==> src/rtl/pwm_if.sv <==
// Sample/gate bundle between the delta-sigma modulator and the PWM output stage.
// The master supplies the run request and duty word; the slave returns the gates and status.
interface pwm_if;
    logic        en;
    logic [15:0] value;
    logic        pwm_hi;
    logic        pwm_lo;
    logic        tick;
    logic        busy;
    logic        sat;

    modport master (
        output en, value,
        input  pwm_hi, pwm_lo, tick, busy, sat
    );

    modport slave (
        input  en, value,
        output pwm_hi, pwm_lo, tick, busy, sat
    );
endinterface

==> src/rtl/pwm_out.sv <==
// Fixed-period PWM stage: one modulator sample per period, complementary gates with dead band.
// tick marks the last clock of every running period and doubles as the modulator's advance enable.
module pwm_out #(
    parameter int PERIOD = 256,
    parameter int DEAD   = 4
) (
    input  logic  clk,
    input  logic  rst,
    pwm_if.slave  bus
);
    localparam int CW = $clog2(PERIOD + 1);

    localparam logic [0:0] IDLE = 1'b0;
    localparam logic [0:0] RUN  = 1'b1;

    localparam logic [CW-1:0] LAST_C   = CW'(PERIOD - 1);
    localparam logic [CW-1:0] PERIOD_C = CW'(PERIOD);
    localparam logic [CW-1:0] DEAD_C   = CW'(DEAD);
    localparam logic [31:0]   PERIOD_W = 32'(PERIOD);

    logic [0:0]    state_reg, state_next;
    logic [CW-1:0] cnt_reg;
    logic [CW-1:0] duty_reg;
    logic [CW-1:0] dcnt_reg, dcnt_next;
    logic          raw_q_reg;
    logic          sat_reg;
    logic          pwm_hi_reg;
    logic          pwm_lo_reg;

    logic          running;
    logic          run_next;
    logic          is_last;
    logic          entry;
    logic          raw;
    logic          value_over;
    logic [CW-1:0] value_clamped;
    logic          settled;

    assign running  = (state_reg == RUN);
    assign is_last  = running && (cnt_reg == LAST_C);
    assign entry    = (state_reg == IDLE) && bus.en;
    assign raw      = running && (cnt_reg < duty_reg);
    assign settled  = (dcnt_reg == DEAD_C);

    // Compare at full width so oversized words clamp instead of wrapping into CW bits.
    assign value_over    = ({16'd0, bus.value} > PERIOD_W);
    assign value_clamped = value_over ? PERIOD_C : CW'(bus.value);

    always_comb begin
        state_next = state_reg;
        if (state_reg == IDLE) begin
            if (bus.en) state_next = RUN;
        end else if (is_last && !bus.en) begin
            state_next = IDLE;
        end
    end

    assign run_next = (state_next == RUN);

    // Any edge on raw_q (or a fresh start) restarts the dead-band timer.
    always_comb begin
        dcnt_next = dcnt_reg;
        if (entry || (raw != raw_q_reg)) begin
            dcnt_next = '0;
        end else if (!settled) begin
            dcnt_next = dcnt_reg + 1'b1;
        end
    end

    always_ff @(posedge clk or posedge rst) begin
        if (rst) begin
            state_reg  <= IDLE;
            cnt_reg    <= '0;
            duty_reg   <= '0;
            raw_q_reg  <= 1'b0;
            dcnt_reg   <= DEAD_C;
            sat_reg    <= 1'b0;
            pwm_hi_reg <= 1'b0;
            pwm_lo_reg <= 1'b0;
        end else begin
            state_reg <= state_next;
            raw_q_reg <= raw;
            dcnt_reg  <= dcnt_next;

            if (entry) begin
                cnt_reg  <= '0;
                duty_reg <= value_clamped;
                sat_reg  <= value_over;
            end else if (running) begin
                if (is_last) begin
                    cnt_reg <= '0;
                    if (bus.en) begin
                        duty_reg <= value_clamped;
                        sat_reg  <= value_over;
                    end
                end else begin
                    cnt_reg <= cnt_reg + 1'b1;
                end
            end

            // Gating on run_next drops both gates on the same edge that leaves RUN.
            pwm_hi_reg <=  raw_q_reg && settled && running && run_next;
            pwm_lo_reg <= !raw_q_reg && settled && running && run_next;
        end
    end

    assign bus.pwm_hi = pwm_hi_reg;
    assign bus.pwm_lo = pwm_lo_reg;
    assign bus.tick   = is_last;
    assign bus.busy   = running;
    assign bus.sat    = sat_reg;
endmodule

==> src/flat_wrapper.sv <==
// flat-port wrapper written by rule: the top's interface ports become plain ports
module pwm_out_flat 
#(
    parameter int PERIOD = 256,
    parameter int DEAD   = 4
)
  (clk, rst, bus_en, bus_value, bus_pwm_hi, bus_pwm_lo, bus_tick, bus_busy, bus_sat);
  pwm_if bus_i ();
  input  logic clk;
  input  logic rst;
  input wire logic [$bits(bus_i.en)-1:0] bus_en;
  input wire logic [$bits(bus_i.value)-1:0] bus_value;
  output wire logic [$bits(bus_i.pwm_hi)-1:0] bus_pwm_hi;
  output wire logic [$bits(bus_i.pwm_lo)-1:0] bus_pwm_lo;
  output wire logic [$bits(bus_i.tick)-1:0] bus_tick;
  output wire logic [$bits(bus_i.busy)-1:0] bus_busy;
  output wire logic [$bits(bus_i.sat)-1:0] bus_sat;
  assign bus_i.en = bus_en;
  assign bus_i.value = bus_value;
  assign bus_pwm_hi = bus_i.pwm_hi;
  assign bus_pwm_lo = bus_i.pwm_lo;
  assign bus_tick = bus_i.tick;
  assign bus_busy = bus_i.busy;
  assign bus_sat = bus_i.sat;
  pwm_out #(.PERIOD(PERIOD), .DEAD(DEAD)) u_core (.clk(clk), .rst(rst), .bus(bus_i));
endmodule
==> config.mk <==
export PLATFORM = sky130hd
export DESIGN_NAME = pwm_out_flat
export DESIGN_NICKNAME = d
export VERILOG_FILES = /design/src/rtl/pwm_if.sv /design/src/rtl/pwm_out.sv /design/src/flat_wrapper.sv
export SDC_FILE = /design/constraint.sdc
export NUM_CORES = 1
export LEC_CHECK = 0
export CORE_MARGIN = 3
export CORE_UTILIZATION = 51
export DETAILED_ROUTE_END_ITERATION = 8
export PLACE_DENSITY_LB_ADDON = 0.05
export SYNTH_ARGS = -nofsm -noshare
export SYNTH_HDL_FRONTEND = slang
export SYNTH_SLANG_ARGS = --single-unit
==> constraint.sdc <==
create_clock -name clk -period 3.1 [get_ports clk]
set_input_delay 0.31 -clock clk [delete_from_list [all_inputs] [get_ports clk]]
set_output_delay 0.31 -clock clk [all_outputs]
set_load 0.02 [all_outputs]
# Yosys cells after proc, flatten, opt, wreduce, memory -nomap -nowiden

Cells that the tools add are included.

Register bits after elaboration: 32
Latch bits: 0
Memory bits (writable): 0
Memory bits (read-only): 0
Input port bits: 19
Output and inout port bits: 5
Logic and storage cells: 51
Memories kept: 0

Add/subtract/negate cells: 2
Multipliers: 0
Divide/modulo/power cells: 0
Magnitude comparators: 2
Equal/unequal tests: 4
Shifts and indexed selects: 0
Mux-type cells: 17
Bitwise logic cells: 1
Reduce and logical (&&, ||, !) cells: 17

Operator list:

| operator              | count |
|---|---|
| $mux W9               | 10 |
| $add A9 B1 Y9 const B | 2 |
| $gt A16 B9 Y1 const B | 1 |
| $logic_and A1 B1 Y1   | 10 |
| $eq A9 B3 Y1 const B  | 1 |
| $eq A9 B8 Y1 const B  | 1 |
| $lt A9 B9 Y1          | 1 |
| $mux W1               | 7 |
| $reduce_bool A2 Y1    | 3 |
| $reduce_and A3 Y1     | 1 |
| $logic_not A1 Y1      | 2 |
| $ne A2 B2 Y1 const B  | 1 |
| $logic_or A1 B1 Y1    | 1 |
| $ne A1 B1 Y1          | 1 |
| $not A1 Y1            | 1 |

# Depth between registers and ports, before layout

Gate-level depths: netlist of run 1.

Depth after elaboration: 6
Gate-level depth with buffers: 7
Mapped depth without buffers: 6

# Worst setup path after synthesis of run 1

No wires, ideal clock.

Kind: reg-to-output
From: register u_core.state_reg, in the netlist u_core.bus.busy
To: output bus_tick
Arrival time: 1,445 ps
Required time: 2,790 ps
Setup slack: 1,345 ps
Cell stages (with the launch flop): 4
Buffers on the path: 1
Path through: dfrtp_1 -> clkbuf_1 -> nand4_1 -> nor3_1

Word-level cells in the longest chain between the ends: 1

Ends and longest elaborated chain:

| what                   | line               | source |
|---|---|---|
| from (decl)            | pwm_out.sv:21      | `logic [0:0] state_reg, state_next;` |
| from (signal assigned) | pwm_out.sv:81      | `state_reg <= state_next;` |
| $logic_and A1 B1 Y1    | pwm_out.sv:40      | `assign is_last = running && (cnt_reg == LAST_C);` |
| to (decl)              | flat_wrapper.sv:15 | `output wire logic [$bits(bus_i.tick)-1:0] bus_tick;` |

No other way between the ends.

# Worst setup path after layout of run 1

From: register u_core.cnt_reg[0]
To: output bus_tick

Word-level cells in the longest chain between the ends: 2

Ends and longest elaborated chain:

| what                   | line          | source |
|---|---|---|
| from (decl)            | pwm_out.sv:22 | `logic [CW-1:0] cnt_reg;` |
| from (signal assigned) | pwm_out.sv:97 | `cnt_reg <= cnt_reg + 1'b1;` |
| $eq A9 B8 Y1           | pwm_out.sv:40 |  |
| $logic_and A1 B1 Y1    | pwm_out.sv:40 |  |

No other way between the ends.

==> results of run 1 <==
final timing paths:
path	end	slack, ns	depth (start not counted)
setup / recovery	bus_tick	0.69	5
hold / removal	u_core.dcnt_reg[7]$_DFFE_PP0P_	0.41	3
setup reg to reg	u_core.duty_reg[2]$_DFFE_PP0P_	1.07	6
hold reg to reg	u_core.bus.sat$_DFFE_PP0P_	0.53	2
max in group asynchronous	u_core.dcnt_reg[2]$_DFFE_PP1P_	2.36	3
min in group clk	u_core.bus.sat$_DFFE_PP0P_	0.53	2
area by class of cell:
type | instances | area (um2) | area share, %
inverters | 15 | 56.3 | 2.41
flip-flops and latches | 32 | 802 | 34.4
well taps | 46 | 57.6 | 2.47
repair buffers | 27 | 260 | 11.2
multi-input cells | 151 | 1060 | 45.4
clock buffers | 7 | 96.3 | 4.13
synthesized netlist by cell type (3+ instances only):
library cell / n
sky130_fd_sc_hd__o21a_1: 5
sky130_fd_sc_hd__dfrtp_1: 31
sky130_fd_sc_hd__ha_1: 11
sky130_fd_sc_hd__inv_1: 15
sky130_fd_sc_hd__mux2i_1: 10
sky130_fd_sc_hd__nor3_1: 7
sky130_fd_sc_hd__a31o_1: 8
sky130_fd_sc_hd__nand2_1: 16
sky130_fd_sc_hd__nor2_1: 7
sky130_fd_sc_hd__nand4_1: 4
sky130_fd_sc_hd__o211ai_1: 6
sky130_fd_sc_hd__o21ai_0: 16
sky130_fd_sc_hd__nand3_1: 10
sky130_fd_sc_hd__nor4_1: 3
sky130_fd_sc_hd__a21oi_1: 17
sky130_fd_sc_hd__buf_6: 3
stage by stage:
stage | setup WS, ns | instance area, um2 | instances | power (mW)
floorplan | 1.35 | 1970 | 205 | 1.10
global placement | 1.04 | 2240 | 271 | 1.24
detailed placement | 0.999 | 2240 | 271 | 1.28
CTS | 0.687 | 2330 | 278 | 1.63
global route | 0.556 | 2330 | 278 | 1.76
finish | 0.695 | 2330 | 278 | 1.62
metal layers:
metal	global-route usage (%)	vias up	wire length [um]
met5	0	-	0
met4	7.94	0	46
met3	4.60	5	232
met2	34.4	45	1950
met1	28.1	778	2000
li1	-	808	-
worst reg2reg max path, delay by kind of cell, from the launching register on:
kind | cells | cell delay (ns)
DFF | 1 | 0.40
AOI/OAI and AO/OA | 2 | 0.54
buffers and inverters | 1 | 0.26
and+or+nand+nor | 2 | 0.50
adders and majority gates | 1 | 0.26
logic make-up (layout without fill, tap and decap cells):
logic type,after synthesis,count (layout),synth area share (%)
simple gates,62,62,17.7
flops,32,32,40.7
xor+xnor,4,4,1.78
fa+ha+maj,11,11,6.98
buf+inv,22,49,5.58
compound gates,64,64,22.2
mux,10,10,5.08
power breakdown:
| group | switching, mW | internal, mW | leakage (nW) | total [mW] |
|---|---|---|---|---|
| logic | 0.331 | 0.286 | 0.577 | 0.616 |
| clock network | 0.145 | 0.197 | 0.0503 | 0.343 |
| registers | 0.141 | 0.522 | 0.400 | 0.663 |
==> run summary, run 1 <==
The origin of the critical flop-to-flop path is u_core.cnt_reg[0]$_DFFE_PP0P_. The number of endpoints with negative hold slack in the final report is 0. The count of standard-cell rows came out at 21. The post-detailed-route wirelength per cell is 15.2 um.

The die covers 4650 um2. The number of clock sinks seen by CTS is 32. Leaving out fill and tap cells, the most frequent cell in the layout is sky130_fd_sc_hd__dfrtp_1. The layout cell share with drive strength beyond 1 is 8.62%. The number of nets in the layout is 262. For this run, the total global-route usage over all layers was measured as 21.4%. The start point of the critical path is u_core.cnt_reg[0]$_DFFE_PP0P_. In this run the count of I/O pins placed on the die edge is 24.

After clock tree synthesis, the clock-pin slew on the worst setup and hold paths is 0.07 ns. The initial core utilization came out at 56.0%. Counting flops with an async set or reset pin after synthesis yields a share of 100%. The worst hold path belongs to the class input port to async pin. The antenna diode instance count is 0. The time the worst path needs with I/O delays and setup came out at 2.41 ns.

The final worst-path cycle share is 77.6%. The wire length of the first global-routing pass is 7.40 mm. The tightest hold path in the finished design has a slack of 0.415 ns.

The setup-violating endpoint count in the final report came out at 0. The overall via count from detail_route came out at 1636. Walking the worst path, the cells encountered are ha_1 -> and3_2 -> nand4_1 -> nor3_1 -> clkdlybuf4s50_1. The pin slew with the least headroom to its limit came out at 0.695 ns.

The area fraction of the dominant cell type after synthesis came out at 39.3%. At the worst endpoint, the arrival time is 2.10 ns. Sorting the synthesized cells by area gives the leading types as sky130_fd_sc_hd__dfrtp_1, sky130_fd_sc_hd__ha_1, sky130_fd_sc_hd__mux2i_1. The synthesized cell area came out at 1970 um2.

The count of maximum capacitance violations came out at 0. Yosys mapped a number of flops with a built-in enable equal to 0. The floorplan die height came out at 68.2 um. The buffer depth of the longest clock path is 2. The buffering stage count on the worst path with inverters included is 1. The number of filler instances in the final layout came out at 296. The detailed-router iteration count before antenna repair is 4. The post-detailed-route count of antenna-violating nets came out at 0. The clock latency reported for the late side of the worst-skew pair came out at 0.28 ns. The final core utilization came out at 66.2%. The number of different library cells in the post-synthesis netlist came out at 42. The number of antenna violations at the first check in global routing was 0. In this design, the stage delay of the slowest critical-path cell is 0.63 ns. The remaining routing DRC violations came out at 0.

The total detailed-routing wirelength came out at 4.23 mm. The number of storage elements in the synthesis netlist came out at 32. The hold buffer count at CTS is 0. The count of cells resized by post-cts repair came out at 0. The final global-route overflow total came out at 0. The flow ran to the end, and the final reports show no timing, DRC or antenna violations. The final count of pins violating max slew is 0.

The worst setup path is captured at an output pin. The largest driver fanout on the critical path is 5. Routability-driven placement finished with a final weighted congestion of 0.855.

The root buffer cell chosen for the clock tree is sky130_fd_sc_hd__clkbuf_8. The layout overhead on the synthesized area came out at 18.3%. The maximum number of pins on one net before global-route repair came out at 33. Setup repair after global routing left no endpoint under its margin. The floorplan core area is 3520 um2. On the critical path, the stage with the largest delay is an instance of sky130_fd_sc_hd__clkdlybuf4s50_1. The total negative setup slack is 0 ns. The number of H-tree levels came out at 2. In the synthesized netlist the dominant register cell turns out to be sky130_fd_sc_hd__dfrtp_1. The largest voltage drop on the vdd net is 0.407 mV. A synthesized cell averages 9.62 um2. The static leakage came out at 1.03 nW. Power spread over the standard cell area amounts to 695 nW/um2. Leaving out fill and tap cells, the most frequent cells in the layout are sky130_fd_sc_hd__dfrtp_1, sky130_fd_sc_hd__clkdlybuf4s50_1, sky130_fd_sc_hd__a21oi_1. Headroom to the max-slew limit came out at 53.7%. Buffers added to address setup during post-CTS repair amount to 0. The number of DRC violations after detailed-routing iteration 0 came out at 137. The synthesized instance count came out at 205.

The required arrival time at the worst endpoint came out at 2.79 ns. The via count of the first global-routing pass came out at 1662. Summed over all instances, the cell type with the most area after synthesis is sky130_fd_sc_hd__dfrtp_1. Detailed placement finished with a half-perimeter wire length of 3.12 mm. The CTS tree is done.

For this run, the register share of the synthesized area comes to 40.7%. Clock skew on the completed layout was measured at 0.00552 ns. The classification of the worst setup path is register to output pin. The worst setup path is launched from a register. When the netlist entered floorplanning its net count stood at 235. The number of buffers added by the clock tree synthesis step came out at 5. Yosys printed 0 warnings. The via density per instance is 5.88.

The die extent in x is 68.2 um. The cell class contributing the biggest share of worst-path delay is buffers and inverters. The port buffer count came out at 23. Derived from the worst setup path, the maximum achievable clock frequency is 416 MHz.
Note: power is estimated with default switching activity, not from simulation.
==> inputs of run 2 (changes only) <==
- CORE_UTILIZATION: 51 -> 50
- clock period: 3.1 -> 2.1 ns (I/O delays scaled with it)
==> run 2 against run 1 <==
Net effect:
- sequential share of layout area decreased by 0.24 points
- worst hold slack got worse by 0.11 ns
- global-route usage increased by 0.97 points
- final cell count increased by 2.2%
- clock skew decreased by 0.0022 ns
- wire length increased by 6.3%
- non-clock buffer count increased by 3
- utilization decreased by 3.5 points
- count of clock-buffer cells in the layout decreased by 1
- total power increased by 49%
- critical path depth unchanged
- via count increased by 2.1%
- highest routed layer unchanged
==> run summary, run 2 (same netlist as run 1, synthesis figures left out) <==
The run finished with clean final reports. The worst hold slack across all endpoints is 0.305 ns (-0.110 ns). The share of total power in sequential cells is 40.6% (-0.3 points). The number of endpoints with negative hold slack in the final report is 0 (unchanged). The total half-perimeter wirelength after legalization and detailed placement came to 3.27 mm (+5.0%). The final worst setup slack was 0.223 ns (-0.472 ns). The worst register-to-register path begins at u_core.cnt_reg[2]$_DFFE_PP0P_.

The clock latency reported for the late side of the worst-skew pair came to 0.29 ns (about the same). STA classifies the critical path endpoint as an output pin. The library cells used most frequently in the layout, excluding fill and tap cells, are sky130_fd_sc_hd__dfrtp_1, sky130_fd_sc_hd__clkdlybuf4s50_1, sky130_fd_sc_hd__a21oi_1. The pin slew with the least headroom to its limit came out at 0.624 ns (-0.0709 ns). The via count of the first global-routing pass came out at 1666 (+0.24%). The floorplan core area is 3740 um2 (+6.3%). The clock group share of total power is 20.4% (-0.7 points).

The largest voltage drop on the vdd net is 0.507 mV (+24%). The cell sitting at the root of the clock tree is a sky130_fd_sc_hd__clkbuf_8. The count of maximum capacitance violations is 0 (unchanged).

The number of DRC violations after detailed-routing iteration 0 came out at 132 (-3.6%). For this run, the top clock speed supported by timing is 533 MHz. The time the worst path needs with I/O delays and setup came out at 1.88 ns. The floorplan die height is 68.8 um (+0.91%). The aggregate global-route resource usage came to 22.3% (+0.97 points).

The final count of pins violating max slew is 0 (unchanged). The largest driver fanout on the critical path came out at 5 (unchanged). The start point of the critical path is u_core.cnt_reg[0]$_DFFE_PP0P_. The remaining routing DRC violations is 0 (unchanged).

The number of clock sinks seen by CTS is 32 (unchanged). Setup repair after global routing left no endpoint under its margin. The port buffer count came out at 23 (unchanged). The endpoint of the lowest-slack register-to-register path is u_core.dcnt_reg[0]$_DFFE_PP0P_. The final weighted congestion in routability-driven placement came out at 0.847 (-0.95%).

The overall die area was 4730 um2 (+1.8%). The buffer depth of the longest clock path is 2 (unchanged). The initial core utilization came out at 52.7% (-3.3 points). The classification of the worst setup path is register to output pin. STA classifies the critical path startpoint as a register. The clock transition time at the flip-flop clock pins of the worst setup and hold paths came out at 0.07 ns (about the same).

In the finished design, the share of the clock period the worst path needs comes to 89.4%. The number of H-tree levels is 2 (unchanged). The number of top-level design ports is 24 (unchanged).

The overall via count from detail_route is 1670 (+2.1%). The number of cells traversed by the worst register-to-register path came out at 6 (unchanged). TritonCTS built the clock tree. The via density per instance came out at 5.88 (about the same).

The total detailed-routing wirelength came out at 4.50 mm (+6.3%). The number of antenna violations at the first check in global routing is 0 (unchanged). The critical path capture point is bus_tick. The setup slack of the worst register-to-register path came to 0.25 ns (-0.82 ns). The antenna diode instance count is 0 (unchanged). The worst slew slack as a fraction of its limit came out at 58.3% (+4.6 points). The hold buffer count at CTS was 0 (unchanged). The min-delay analysis places its worst path in the category input port to async pin. The maximum number of pins on one net before global-route repair is 33 (unchanged).

The worst endpoint data arrival time is 1.67 ns (-0.43 ns). The static leakage is 1.04 nW (+1.6%). The wire length of the first global-routing pass is 7.74 mm (+4.7%). The layout overhead on the synthesized area came out at 19.1%.

The die extent in x was 68.8 um (+0.91%). The post-route clock skew is 0.00328 ns (-0.00224 ns). The number of buffers added by the clock tree synthesis step came out at 5 (unchanged). The number of nets in the layout came out at 265 (+1.1%). The library cell used most frequently in the layout, excluding fill and tap cells, is sky130_fd_sc_hd__dfrtp_1. The detailed-router iteration count before antenna repair is 4 (unchanged). The number of filler instances in the final layout came out at 324 (+9.5%). The power density of the placed cells came out at 1030 nW/um2 (+48%). The worst slack at placement was 0.101 ns (-0.898 ns). The post-layout total power was 2.41 mW (+49%). The count of standard-cell rows is 22 (+4.8%). The combinational power share is 39.0% (+1.0 points). The cell-internal power came out at 1.45 mW (+45%). The required arrival time at the worst endpoint came out at 1.89 ns (-0.90 ns). The setup-violating endpoint count in the final report came out at 0 (unchanged). The post-CTS setup repair buffer count came to 0 (unchanged). The reported net switching power is 956 uW (+55%). The total negative setup slack came out at 0 ns (unchanged).

The switching power as a share of total power is 39.7% (+1.6 points). The final global-route overflow total is 0 (unchanged). The post-detailed-route count of antenna-violating nets came out at 0 (unchanged).

The post-detailed-route wirelength per cell came out at 15.8 um (+4.0%). The layout cell share with drive strength beyond 1 came to 10.6% (+2.0 points).
run 2: through the flow:
step | cell area, um2 | utilization, % | cells
2_1_floorplan | 1970 | - | 205
3_3_place_gp | 2260 | 60.4 | 276
3_5_place_dp | 2260 | 60.4 | 276
4_1_cts | 2350 | 62.8 | 284
5_1_grt | 2350 | 62.7 | 284
6_report | 2350 | 62.7 | 284
run 2: layout make-up:
class / count / area, um2 / area share [%]
multi-input cells: 151 / 1060 / 45.1
flip-flops and latches: 32 / 802 / 34.2
repair buffers: 30 / 278 / 11.8
clock buffers: 6 / 82.6 / 3.52
well taps: 48 / 60.1 / 2.56
inverters: 15 / 56.3 / 2.40
clock inverters: 2 / 10.0 / 0.426
run 2: worst min-delay path by stage:
stage | slack (ns) | start | end
final | 0.30 | rst | u_core.duty_reg[7]$_DFFE_PP0P_
after global placement | 0.52 | u_core.bus.sat$_DFFE_PP0P_ | u_core.bus.sat$_DFFE_PP0P_
after global routing | 0.36 | rst | u_core.dcnt_reg[0]$_DFFE_PP0P_
after CTS | 0.32 | rst | u_core.dcnt_reg[6]$_DFFE_PP0P_
after detailed placement | 0.53 | u_core.bus.sat$_DFFE_PP0P_ | u_core.bus.sat$_DFFE_PP0P_
after floorplan | 0.33 | rst | u_core.bus.busy$_DFF_PP0_
run 2: per-layer routing:
metal	wire, um	track usage, %
met1	2160	29.3
met2	2060	34.3
met3	209	6.32
met4	68	9.73
met5	0	0
run 2: worst max-delay path, cell delays in order (launching register included):
cell                       delay, ns
sky130_fd_sc_hd__dfrtp_1        0.40
sky130_fd_sc_hd__ha_1           0.26
sky130_fd_sc_hd__and3_2         0.22
sky130_fd_sc_hd__nand4_1        0.15
sky130_fd_sc_hd__nor3_1         0.17
sky130_fd_sc_hd__clkbuf_2       0.19
run 2: timing repair:
item | CTS | global route
endpoints found under the setup margin | 1 | 1
cloned | 0 | 0
gates resized for setup | 1 | 3
run 2: power by group through the flow:
stage | logic, mW | registers [mW] | clock network, mW
global placement | 0.865 | 0.975 | 0
floorplan | 0.697 | 0.929 | 0
finish | 0.941 | 0.979 | 0.491
CTS | 0.936 | 0.977 | 0.501
detailed placement | 0.905 | 0.984 | 0
global route | 1.06 | 1.01 | 0.533
